==> src/rtl/mul_div_unit.sv <==
// Multi-cycle signed multiply (radix-2 Booth) / divide (restoring) engine.
// Produces a 2*WIDTH result split into result_hi/result_lo with a one-cycle done pulse.
module mul_div_unit #(
  parameter int unsigned WIDTH = 32
) (
  input  logic             clock,
  input  logic             clear,
  input  logic             start,
  input  logic             op,
  input  logic [WIDTH-1:0] a,
  input  logic [WIDTH-1:0] b,
  output logic             busy,
  output logic             done,
  output logic [WIDTH-1:0] result_hi,
  output logic [WIDTH-1:0] result_lo,
  output logic             div_by_zero
);

  localparam int unsigned CntW = (WIDTH > 1) ? $clog2(WIDTH) : 1;
  localparam int unsigned AccW = 2 * WIDTH + 2;

  typedef enum logic [1:0] {StIdle, StRun, StFixup, StDone} state_e;

  state_e            state_q, state_d;
  logic [CntW-1:0]   cnt_q, cnt_d;
  logic              op_q, op_d;
  logic [WIDTH-1:0]  a_q, a_d;
  logic              b_zero_q, b_zero_d;
  logic              a_neg_q, a_neg_d;
  logic              q_neg_q, q_neg_d;
  logic [WIDTH:0]    m_q, m_d;
  logic [AccW-1:0]   acc_q, acc_d;
  logic [WIDTH-1:0]  res_hi_q, res_hi_d;
  logic [WIDTH-1:0]  res_lo_q, res_lo_d;
  logic              dbz_q, dbz_d;

  logic [WIDTH-1:0]  a_mag, b_mag;
  logic [WIDTH:0]    upper, sum;
  logic [WIDTH:0]    rem_sh, trial;
  logic [WIDTH-1:0]  quo, rem;

  assign a_mag = a[WIDTH-1] ? -a : a;
  assign b_mag = b[WIDTH-1] ? -b : b;

  always_comb begin
    state_d  = state_q;
    cnt_d    = cnt_q;
    op_d     = op_q;
    a_d      = a_q;
    b_zero_d = b_zero_q;
    a_neg_d  = a_neg_q;
    q_neg_d  = q_neg_q;
    m_d      = m_q;
    acc_d    = acc_q;
    res_hi_d = res_hi_q;
    res_lo_d = res_lo_q;
    dbz_d    = dbz_q;
    upper    = acc_q[AccW-1:WIDTH+1];
    sum      = upper;
    rem_sh   = {acc_q[2*WIDTH-1:WIDTH], acc_q[WIDTH-1]};
    trial    = rem_sh - m_q;
    quo      = acc_q[WIDTH-1:0];
    rem      = acc_q[2*WIDTH-1:WIDTH];

    unique case (state_q)
      StIdle: begin
        if (start) begin
          op_d     = op;
          a_d      = a;
          b_zero_d = (b == '0);
          a_neg_d  = a[WIDTH-1];
          q_neg_d  = a[WIDTH-1] ^ b[WIDTH-1];
          cnt_d    = CntW'(WIDTH - 1);
          if (op) begin
            // DIV layout: {pad, remainder[W:0], dividend/quotient[W-1:0]}
            m_d   = {1'b0, b_mag};
            acc_d = {{(WIDTH + 2){1'b0}}, a_mag};
          end else begin
            // MUL layout: {partial[W:0], multiplier[W-1:0], booth bit}; partial is
            // one bit wider so subtracting the most-negative multiplicand cannot wrap.
            m_d   = {a[WIDTH-1], a};
            acc_d = {{(WIDTH + 1){1'b0}}, b, 1'b0};
          end
          state_d = StRun;
        end
      end
      StRun: begin
        if (op_q) begin
          if (!trial[WIDTH]) begin
            acc_d = {1'b0, trial, acc_q[WIDTH-2:0], 1'b1};
          end else begin
            acc_d = {1'b0, rem_sh, acc_q[WIDTH-2:0], 1'b0};
          end
        end else begin
          case (acc_q[1:0])
            2'b01:   sum = upper + m_q;
            2'b10:   sum = upper - m_q;
            default: sum = upper;
          endcase
          acc_d = {sum[WIDTH], sum, acc_q[WIDTH:1]};
        end
        cnt_d = cnt_q - CntW'(1);
        if (cnt_q == '0) begin
          state_d = StFixup;
        end
      end
      StFixup: begin
        if (!op_q) begin
          res_hi_d = acc_q[2*WIDTH:WIDTH+1];
          res_lo_d = acc_q[WIDTH:1];
          dbz_d    = 1'b0;
        end else if (b_zero_q) begin
          res_hi_d = a_q;
          res_lo_d = '1;
          dbz_d    = 1'b1;
        end else begin
          res_lo_d = q_neg_q ? -quo : quo;
          res_hi_d = a_neg_q ? -rem : rem;
          dbz_d    = 1'b0;
        end
        state_d = StDone;
      end
      StDone: begin
        state_d = StIdle;
      end
      default: begin
        state_d = StIdle;
      end
    endcase
  end

  always_ff @(posedge clock) begin
    if (!clear) begin
      state_q  <= StIdle;
      cnt_q    <= '0;
      op_q     <= 1'b0;
      a_q      <= '0;
      b_zero_q <= 1'b0;
      a_neg_q  <= 1'b0;
      q_neg_q  <= 1'b0;
      m_q      <= '0;
      acc_q    <= '0;
      res_hi_q <= '0;
      res_lo_q <= '0;
      dbz_q    <= 1'b0;
    end else begin
      state_q  <= state_d;
      cnt_q    <= cnt_d;
      op_q     <= op_d;
      a_q      <= a_d;
      b_zero_q <= b_zero_d;
      a_neg_q  <= a_neg_d;
      q_neg_q  <= q_neg_d;
      m_q      <= m_d;
      acc_q    <= acc_d;
      res_hi_q <= res_hi_d;
      res_lo_q <= res_lo_d;
      dbz_q    <= dbz_d;
    end
  end

  assign busy        = (state_q != StIdle);
  assign done        = (state_q == StDone);
  assign result_hi   = res_hi_q;
  assign result_lo   = res_lo_q;
  assign div_by_zero = dbz_q;

endmodule

==> config.mk <==
export PLATFORM = sky130hd
export DESIGN_NAME = mul_div_unit
export DESIGN_NICKNAME = d
export VERILOG_FILES = /design/src/rtl/mul_div_unit.sv
export SDC_FILE = /design/constraint.sdc
export NUM_CORES = 1
export LEC_CHECK = 0
export ABC_AREA = 1
export CORE_MARGIN = 3
export CORE_UTILIZATION = 30
export CTS_CLUSTER_SIZE = 8
export DETAILED_ROUTE_END_ITERATION = 7
export GPL_TIMING_DRIVEN = 0
export MAX_ROUTING_LAYER = met4
export PLACE_DENSITY_LB_ADDON = 0.1
export REMOVE_ABC_BUFFERS = 1
export SYNTH_ARGS = -nofsm -noshare
export SYNTH_HDL_FRONTEND = slang
export SYNTH_SLANG_ARGS = --single-unit
==> constraint.sdc <==
create_clock -name clock -period 4.6 [get_ports clock]
set_clock_uncertainty 0.15 [all_clocks]
set_input_delay 0.69 -clock clock [delete_from_list [all_inputs] [get_ports clock]]
set_output_delay 0.69 -clock clock [all_outputs]
set_load 0.02 [all_outputs]
# Word level (Yosys, flattened, before mapping)

Cells that the tools add are included.
W data, S select, Z words.

Register bits: 207
Bits of input ports: 68
Output and inout bits: 67
Word-level logic and storage cells: 58

$add $sub $neg: 8
Equality and inequality tests: 7
Mux-type cells: 22
Bitwise gates (word level): 1
Reduce and logical (&&, ||, !) cells: 8

Operators by type and width:

| operator              | number |
|---|---|
| $mux W32              | 8 |
| $mux W66              | 2 |
| $pmux W66 S2          | 1 |
| $neg A32 Y32          | 4 |
| $mux W33              | 2 |
| $pmux W33 S2          | 1 |
| $sub A33 B33 Y33      | 2 |
| $mux W65              | 1 |
| $add A33 B33 Y33      | 1 |
| $logic_not A32 Y1     | 1 |
| $pmux W5 S2           | 1 |
| $pmux W2 S4           | 1 |
| $eq A2 B2 Y1 const B  | 3 |
| $reduce_and A2 Y1     | 3 |
| $logic_not A5 Y1      | 1 |
| $mux W5               | 1 |
| $sub A5 B1 Y5 const B | 1 |
| $eq A2 B1 Y1 const B  | 2 |
| $mux W2               | 2 |
| $ne A2 B2 Y1 const B  | 2 |
| $reduce_bool A2 Y1    | 2 |
| $logic_not A2 Y1      | 1 |
| $mux W1               | 2 |
| $xor A1 B1 Y1         | 1 |

# Depth between registers and ports, before layout

Gate-level depths: netlist of the first run.

Depth after elaboration: 5
Depth in mapped cells: 28
Gate-level depth less buffers: 28

# Least setup slack after synthesis of the first run

OpenSTA, ideal clock, no wires.

Path kind: register to register
Start: register m_q[1]
End: register acc_q[59]
Library setup time: 0.070 ns
Data arrival time: 3.053 ns
Data required time: 4.380 ns
Path slack: 1.327 ns
Cell stages (with the launch flop): 27
Buffers on the path: 0
Clock period less this slack: 3.273 ns
Cell sequence: dfxtp_1 inv_1 ha_1 nand3_2 nor2_1 inv_1 nor2_2 nand2_1 nor2_1 inv_1 o41ai_2 xor2_1 inv_1 ha_1 nand2_1 inv_1 nand2_1 nand2_1 a21oi_1 nor2_1 nor2_1 nand2_1 nand2_1 nand3_1 a21oi_1 nand2_1 a21oi_1

Cells in the longest elaborated chain, start to end: 4
Elaborated cells on any way between the ends: 7
Classes of those cells: add/sub (3); mux (4)

RTL lines:

| element                                  | line   | source |
|---|---|---|
| start: declaration                       | 31     | `logic [WIDTH:0] m_q, m_d;` |
| start signal: assignment                 | 154    | `m_q <= m_d;` |
| $sub A33 B33 Y33 (tied with other cells) | 97     | `2'b10: sum = upper - m_q;` |
| $pmux W33 S2 or $mux W65 (tied branches) | 95, 89 |  |
| $mux W66 *                               | 88     | `if (op_q) begin` |
| $pmux W66 S2 *                           | 65     | `unique case (state_q)` |
| end signal: assignment                   | 142    | `acc_q <= '0;` |
| end signal: assignment                   | 155    | `acc_q <= acc_d;` |
| end: declaration                         | 32     | `logic [AccW-1:0] acc_q, acc_d;` |

Mark *: on every way between the ends. The rest lies on a longest branch, timed or not.
A chain may end at the register's enable or synchronous reset.

# Worst setup path in the final report of the first run

Start: register m_q[0]
End: register acc_q[58]

Same word-level chain as after synthesis.

==> key figures, run 1 <==
Outcome
  – Status: finished, final reports clean

Logic synthesis
  – FFs w/ async S/R, synth: 0%
  – Synth Flop Type: dfxtp_1
  – Synthesized area per cell: 5.766 um2
  – Synth warn: 0
  – Post-synthesis register bit count: 206
  – Synth unique cells: 50
  – Synthesized cell area: 18720 um2
  – Sequential cell area fraction in the yosys report: 22.03%
  – Number of synthesized flops with an enable pin: 0
  – Mapped Cells: 3247

Timing
  – Max-slew violations: 0
  – Worst setup slack after layout: 0.2688 ns
  – Final Hold Viols: 0
  – Fmax: roughly 230 MHz
  – Least-Margin Pin Slew: 1.348 ns
  – Final worst path period share: 94.16%
  – # setup viols final: 0
  – Post-layout min period: ~4.3 ns
  – Fin Setup TNS: 0 ns
  – Slew HR: 9.874%
  – RSZ-0062 raised after global routing: yes

Critical path
  – Top Family by Delay on Critical Path: simple AND/OR/NAND/NOR gates
  – CP bufs+invs: 4
  – R2r worst-path depth: 23
  – Critical path class: reg -> reg
  – CP Data Required Time: 4.95 ns
  – Startpoint types: flip-flop
  – Worst Path Max Fanout: 5
  – R2R setup slack: 0.27 ns
  – RR Startpoint: m_q[0]
  – Arrival time at the worst endpoint: 4.68 ns
  – Crit-path max cell delay: 0.40 ns
  – Crit. End Element: flip-flop
  – Worst-path cell chain: inv_1, ha_1, nand3_2, nor2_2, inv_1, nor2_2, nand2_1, nor2_1, inv_1, o41ai_2, xor2_1, inv_1, ha_1, nand2_1, nor2_1, nand3_1, nor3_1, nand2_1, nand3_1, nand3_1, a21oi_1, nand2_1, a21oi_1
  – RR Endpoint: acc_q[58]
  – Max stage delay cell, worst path: ha_1

Power and ir drop
  – Sw Ratio: about 54%
  – Logic gate share of total power: 63.6%
  – PnR Total Power: 0.01359 W
  – Max rail drop VDD: 362.4 uV
  – Reg power frac: 21.1%
  – Psw: about 0.0073 W
  – Pwr/cell area: 624.7 nW/um2
  – Power Internal: 0.006281 W
  – Leak Pwr: 9.736 nW
  – Clock share of power: 15.3%

Place
  – # placed instances: 4065
  – HPWL after detailed placement: 63030 um
  – Buffers on Ports: 134
  – Place WS: -0.4330 ns
  – GP Congestion: 0.9538

Clock network
  – CTS root buf: clkbuf_16
  – Hold Buf Count CTS: 0
  – TritonCTS clock tree: built
  – Worst skew pair latency: around 0.60 ns
  – Clk buf depth: 3
  – Clock Sinks: a little over 200
  – CTS Buf Count: 30
  – Register clock-pin slew on the reported worst setup and hold paths: 0.05 ns
  – CTS HTree Levels: 1

Floorplan
  – Full die area: about 65000 um2
  – IO Count: 135
  – Die H: 255.8 um
  – Starting Density: 30.67%
  – Core area: 61030 um2
  – Chip width: 255.8 um
  – Rows: 90

Global route
  – Vias in the first global route: roughly 21000
  – Largest net degree at the start of global routing: 75
  – Gr usage total: about a quarter
  – Total grt overflow: 0
  – Global-route wire length before repair: 123800 um
  – Initial antenna violation count: 1

Routing
  – Pre-antenna DRT Iters: 5
  – DRC violations left: 0
  – Avg WL per Cell: 19.78 um
  – Iter 0 DRT Violations: ~1200
  – Antenna Violating Nets Remaining: 0
  – Vias: 21260
  – Vias per cell: 5.178
  – Final WL: 81230 um

Worst hold path
  – Hold Path End: a_q[18]
  – Hold crit path type: reg -> reg
  – Beginning of the worst hold path: a_q[18]
  – Cell depth of the worst hold path: 2

Final layout
  – Layout Nets: 3418
  – Fillcell total: around 6900
  – Layout cells sized above 1: 3.844%
  – Layout area overhead: 16.17%
  – Fin cells: 4107
  – Core Util, Final: 35.63%

Job
  – MaxCap Viol Count: 0
-- per-layer routing --
layer / part of all wire (%) / vias to the layer above / GRT usage (%)
met1: 45 / 9915 / 31.64
li1: - / 10730 / -
met5: 0 / - / -
met3: 4.3 / 106 / 2.088
met4: 2.7 / 0 / 6.414
met2: 48 / 513 / 41.71
-- worst register-to-register path, cell delays in order, from the launching register on --
cell,delay (ns)
dfxtp_1,0.35
inv_1,0.15
ha_1,0.20
nand3_2,0.16
nor2_2,0.17
inv_1,0.09
nor2_2,0.16
nand2_1,0.09
nor2_1,0.09
inv_1,0.11
o41ai_2,0.29
xor2_1,0.30
inv_1,0.08
ha_1,0.40
nand2_1,0.13
nor2_1,0.18
nand3_1,0.16
nor3_1,0.16
nand2_1,0.15
nand3_1,0.13
nand3_1,0.14
a21oi_1,0.17
nand2_1,0.10
a21oi_1,0.12
-- how the worst max path moves through the flow --
stage | end | depth (start not counted) | from
2_1_floorplan | acc_q[45] | 6 | op_q
3_3_place_gp | acc_q[46] | 6 | op_q
3_5_place_dp | acc_q[59] | 18 | acc_q[0]
4_1_cts | acc_q[59] | 24 | m_q[1]
5_1_grt | acc_q[64] | 27 | m_q[0]
6_report | acc_q[58] | 23 | m_q[0]
-- stage by stage --
| stage | hold slack, ns | area, um2 |
|---|---|---|
| after floorplan | 0.2791 | 18110 |
| after global placement | 0.2954 | 20490 |
| after detailed placement | 0.3036 | 20760 |
| after CTS | 0.3110 | 21610 |
| after global routing | 0.3374 | 21750 |
| final | 0.3145 | 21750 |
-- cell usage after synthesis, types with 7 or more instances --
cell,number,area share (%)
nor2_1,374,7.5
a31oi_1,25,0.84
xnor2_1,20,0.94
nor3_1,42,1.1
buf_2,7,0.19
nand3b_1,14,0.56
xor2_1,68,3.2
o21ai_1,10,0.27
or2_2,10,0.33
a211oi_1,10,0.40
a21oi_1,402,11
nand4_1,38,1.3
o21ai_0,259,6.9
nor4_1,15,0.50
ha_1,76,5.1
o211ai_1,49,2.0
nand2_1,797,16
clkbuf_1,117,2.3
dfxtp_1,206,22
nand2_2,9,0.30
buf_1,27,0.54
inv_1,388,7.8
nand3_1,191,5.1
-- logic make-up (layout without fill, tap and decap cells) --
logic type | count (synthesis) | count (layout) | share of synthesized area [%]
simple gates | 1506 | 1506 | 33.47
flops | 206 | 206 | 22.03
compound gates | 815 | 815 | 23.75
other cells | 0 | 1 | 0
xor+xnor | 89 | 89 | 4.204
buf+inv | 553 | 584 | 11.25
fa+ha+maj | 78 | 78 | 5.293
-- cell type report --
| cell class | instances | area [um2] | area share, % |
|---|---|---|---|
| multi-input cells | 2488 | 12600 | 57.94 |
| well taps | 828 | 1036 | 4.764 |
| repair buffers | 148 | 1647 | 7.571 |
| clock buffers | 36 | 783.3 | 3.601 |
| diodes | 1 | 2.502 | 0.01151 |
| flip-flops and latches | 206 | 4128 | 18.98 |
| inverters | 398 | 1504 | 6.915 |
| clock inverters | 2 | 46.29 | 0.2129 |
-- registers in the layout (all words and copies together), names as in the netlist --
register	cells
div_by_zero	1
a_q	32
op_q	1
state_q	2
q_neg_q	1
result_lo	32
b_zero_q	1
cnt_q	5
result_hi	32
m_q	33
acc_q	66
-- repair_timing --
action                     in CTS  in global routing
buffers inserted                1                  0
cloned                          0                  0
resized for setup               3                 18
pin swaps                       0                  2
setup endpoints to repair      10                 12
-- layout by cell type (no fill, tap or decap), types with 14 or more instances in the layout --
cell,instances
clkbuf_16,30
a21oi_1,398
a31oi_1,25
o21ai_0,259
nand3b_1,14
dfxtp_1,205
xor2_1,65
ha_1,72
xnor2_1,20
inv_1,382
nor3_1,42
nor2_1,370
nand2_1,795
clkdlybuf4s50_1,132
nand3_1,191
nand4_1,38
nor4_1,14
o211ai_1,49
-- power groups by stage --
| stage | clock network [W] | logic (W) | registers [W] |
|---|---|---|---|
| after floorplan | 0 | 0.00537 | 0.00290 |
| after global placement | 0 | 0.00838 | 0.00291 |
| after detailed placement | 0 | 0.00851 | 0.00288 |
| after CTS | 0.00215 | 0.00857 | 0.00286 |
| after global routing | 0.00222 | 0.00965 | 0.00294 |
| final | 0.00208 | 0.00864 | 0.00287 |
Power figures use the tool's default switching activity.
==> run 2, diff against run 1 <==
--- a/config.mk
+++ b/config.mk
@@ -14,6 +14,7 @@
 export MAX_ROUTING_LAYER = met4
 export PLACE_DENSITY_LB_ADDON = 0.1
 export REMOVE_ABC_BUFFERS = 1
+export SETUP_SLACK_MARGIN = 0.1
 export SYNTH_ARGS = -nofsm -noshare
 export SYNTH_HDL_FRONTEND = slang
 export SYNTH_SLANG_ARGS = --single-unit
==> run 2 against run 1 <==
  * Sequential power barely moved
  * Critical path depth unchanged
  * Combinational power rose by 0.5%
  * Worst setup slack improved by 0.094 ns
==> key figures, run 2 (synthesis results as in run 1) <==
Place
  – GP Congestion: 0.9538 (unchanged)
  – Buffers on Ports: 134 (unchanged)
  – HPWL after detailed placement: 63030 um (unchanged)

Floorplan
  – Full die area: 65440 um2 (unchanged)
  – Core area: 61030 um2 (unchanged)
  – Rows: 90 (unchanged)
  – Starting Density: 30.67% (unchanged)
  – Chip width: 255.8 um (unchanged)
  – Die H: 255.8 um (unchanged)
  – IO Count: 135 (unchanged)

Final layout
  – Most common cell after layout, fill and taps aside: nand2_1
  – Core Util, Final: 35.71% (+0.074 points)
  – Most frequent cells in the layout: 795 x nand2_1, 395 x a21oi_1, 381 x inv_1
  – Top Registers: acc_q (66), m_q (33)
  – Layout area overhead: 16.41%
  – Fillcell total: 6929 (-0.10%)
  – Layout cells sized above 1: 4.179% (+0.34 points)
  – Register Area: 4128 um2 (unchanged)
  – Largest register FFs: 66 (unchanged)
  – Largest register by flop count: acc_q
  – Layout Nets: 3418 (unchanged)
  – Multi-input gate area: 12650 um2 (+0.36%)

Clock network
  – Clock Sinks: 206 (unchanged)
  – TritonCTS clock tree: built
  – Worst skew pair latency: 0.60 ns (about the same)
  – CTS HTree Levels: 1 (unchanged)
  – Clk buf depth: 3 (unchanged)
  – CTS root buf: clkbuf_16
  – Register clock-pin slew on the reported worst setup and hold paths: 0.05 ns (about the same)
  – CTS Buf Count: 30 (unchanged)

Power and ir drop
  – Max rail drop VDD: 364.4 uV (+0.54%)
  – Psw: 0.007333 W (+0.40%)
  – PnR Total Power: 0.01363 W (+0.30%)
  – Pwr/cell area: 625.2 nW/um2 (about the same)
  – Leak Pwr: 9.736 nW (about the same)
  – Power Internal: 0.006292 W (+0.18%)
  – Sw Ratio: 53.82% (about the same)
  – Reg power frac: 21.1% (about the same)
  – Logic gate share of total power: 63.7% (about the same)
  – Clock share of power: 15.3% (about the same)

Timing
  – Final Hold Viols: 0 (unchanged)
  – Post-layout min period: 4.238 ns (-0.09351 ns)
  – RSZ-0062 raised after global routing: no
  – Slew HR: 11.09% (+1.2 points)
  – Fmax: 236.0 MHz (+2.2%)
  – Final worst path period share: 92.12% (-2.0 points)
  – Least-Margin Pin Slew: 1.329 ns (-0.01824 ns)
  – Max-slew violations: 0 (unchanged)
  – # setup viols final: 0 (unchanged)

Routing
  – Antenna Violating Nets Remaining: 0 (unchanged)
  – Iter 0 DRT Violations: 1232 (+0.65%)
  – Final WL: 81260 um (about the same)
  – DRC violations left: 0 (unchanged)
  – Pre-antenna DRT Iters: 5 (unchanged)
  – Vias per cell: 5.176 (about the same)
  – Vias: 21260 (-0.028%)
  – Avg WL per Cell: 19.78 um (about the same)

Critical path
  – Worst Path Max Fanout: 5 (unchanged)
  – Crit. End Element: flip-flop
  – Critical path class: reg -> reg
  – Worst-path cell chain: inv_2, ha_2, nand3_4, nor2_4, inv_1, nor2_2, nand2_1, nor2_1, inv_1, o41ai_2, xor2_1, inv_1, ha_2, nand2_1, nor2_2, nand3_1, nor3_1, nand2_1, nand3_1, nand3_1, a21oi_1, nand2_1, a21oi_1
  – Most Frequent Cell on Critical Path: nand2_1
  – CP Data Required Time: 4.94 ns (about the same)
  – Max stage delay cell, worst path: ha_2
  – Startpoint types: flip-flop
  – Crit-path max cell delay: 0.39 ns (about the same)
  – Arrival time at the worst endpoint: 4.58 ns (-0.10 ns)

Global route
  – Global-route wire length before repair: 123800 um (about the same)
  – Initial antenna violation count: 1 (unchanged)
  – Largest net degree at the start of global routing: 75 (unchanged)
  – Vias in the first global route: 20810 (unchanged)
  – Gr usage total: 24.63% (about the same)
  – Total grt overflow: 0 (unchanged)

Outcome
  – Status: finished, final reports clean

Worst hold path
  – Hold crit path type: reg -> reg

Job
  – MaxCap Viol Count: 0 (unchanged)
run 2: cell counts in the layout (fill, tap and decap cells not counted):
No cell type changed its count.
run 2: timing repair:
item	CTS	global route
resized for setup	5	29
hold buffers	0	0
buffers inserted	1	0
cloned	0	0
endpoints found under the setup margin	16	16
pin swaps	0	4
run 2: metal layers:
metal	track usage, %	routed length, um	vias up
met3	2.088	3157	107
met2	41.71	38780	473
met1	31.65	37180	9939
li1	-	-	10740
met5	-	0	-
met4	6.414	2136	0
run 2: power groups by stage:
stage,Combinational [W],Sequential [W],Clock (W)
floorplan,0.00537,0.00290,0
global placement,0.00838,0.00291,0
detailed placement,0.00851,0.00288,0
CTS,0.00858,0.00286,0.00215
global route,0.00968,0.00294,0.00222
finish,0.00868,0.00287,0.00208
run 2: critical path, delay by kind of cell (launching register included):
family,cells,cell delay [ns]
and+or+nand+nor,13,1.68
AOI/OAI and AO/OA,3,0.65
adders and majority gates,2,0.60
buffers and inverters,4,0.38
DFF,1,0.37
xor gates and xnor gates,1,0.30
run 2: worst paths after layout:
| path | start | endpoint | slack [ns] | cells after the start |
|---|---|---|---|---|
| worst min register to register | a_q[18] | a_q[18] | 0.31 | 2 |
| worst max register to register | m_q[0] | acc_q[58] | 0.36 | 23 |
| worst min-delay path | a_q[18] | a_q[18] | 0.31 | 2 |
| worst max-delay path | m_q[0] | acc_q[58] | 0.36 | 23 |
run 2: through the flow:
step | instances | setup TNS [ns] | instance area (um2) | setup WS, ns | hold WS (ns)
2_1_floorplan | 3092 | -31.19 | 18110 | -0.8122 | 0.2791
3_3_place_gp | 4054 | -812.75 | 20490 | -5.811 | 0.2954
3_5_place_dp | 4065 | -2.783 | 20760 | -0.4330 | 0.3036
4_1_cts | 4104 | 0 | 21610 | 0.1041 | 0.3110
5_1_grt | 4107 | 0 | 21790 | 0.1057 | 0.3374
6_report | 4107 | 0 | 21790 | 0.3623 | 0.3135
run 2: cell type report:
class,count,share of cell area [%]
diodes,1,0.01148
clock buffers,36,3.594
clock inverters,2,0.2124
inverters,398,6.901
multi-input cells,2488,58.03
flip-flops and latches,206,18.94
well taps,828,4.754
repair buffers,148,7.555
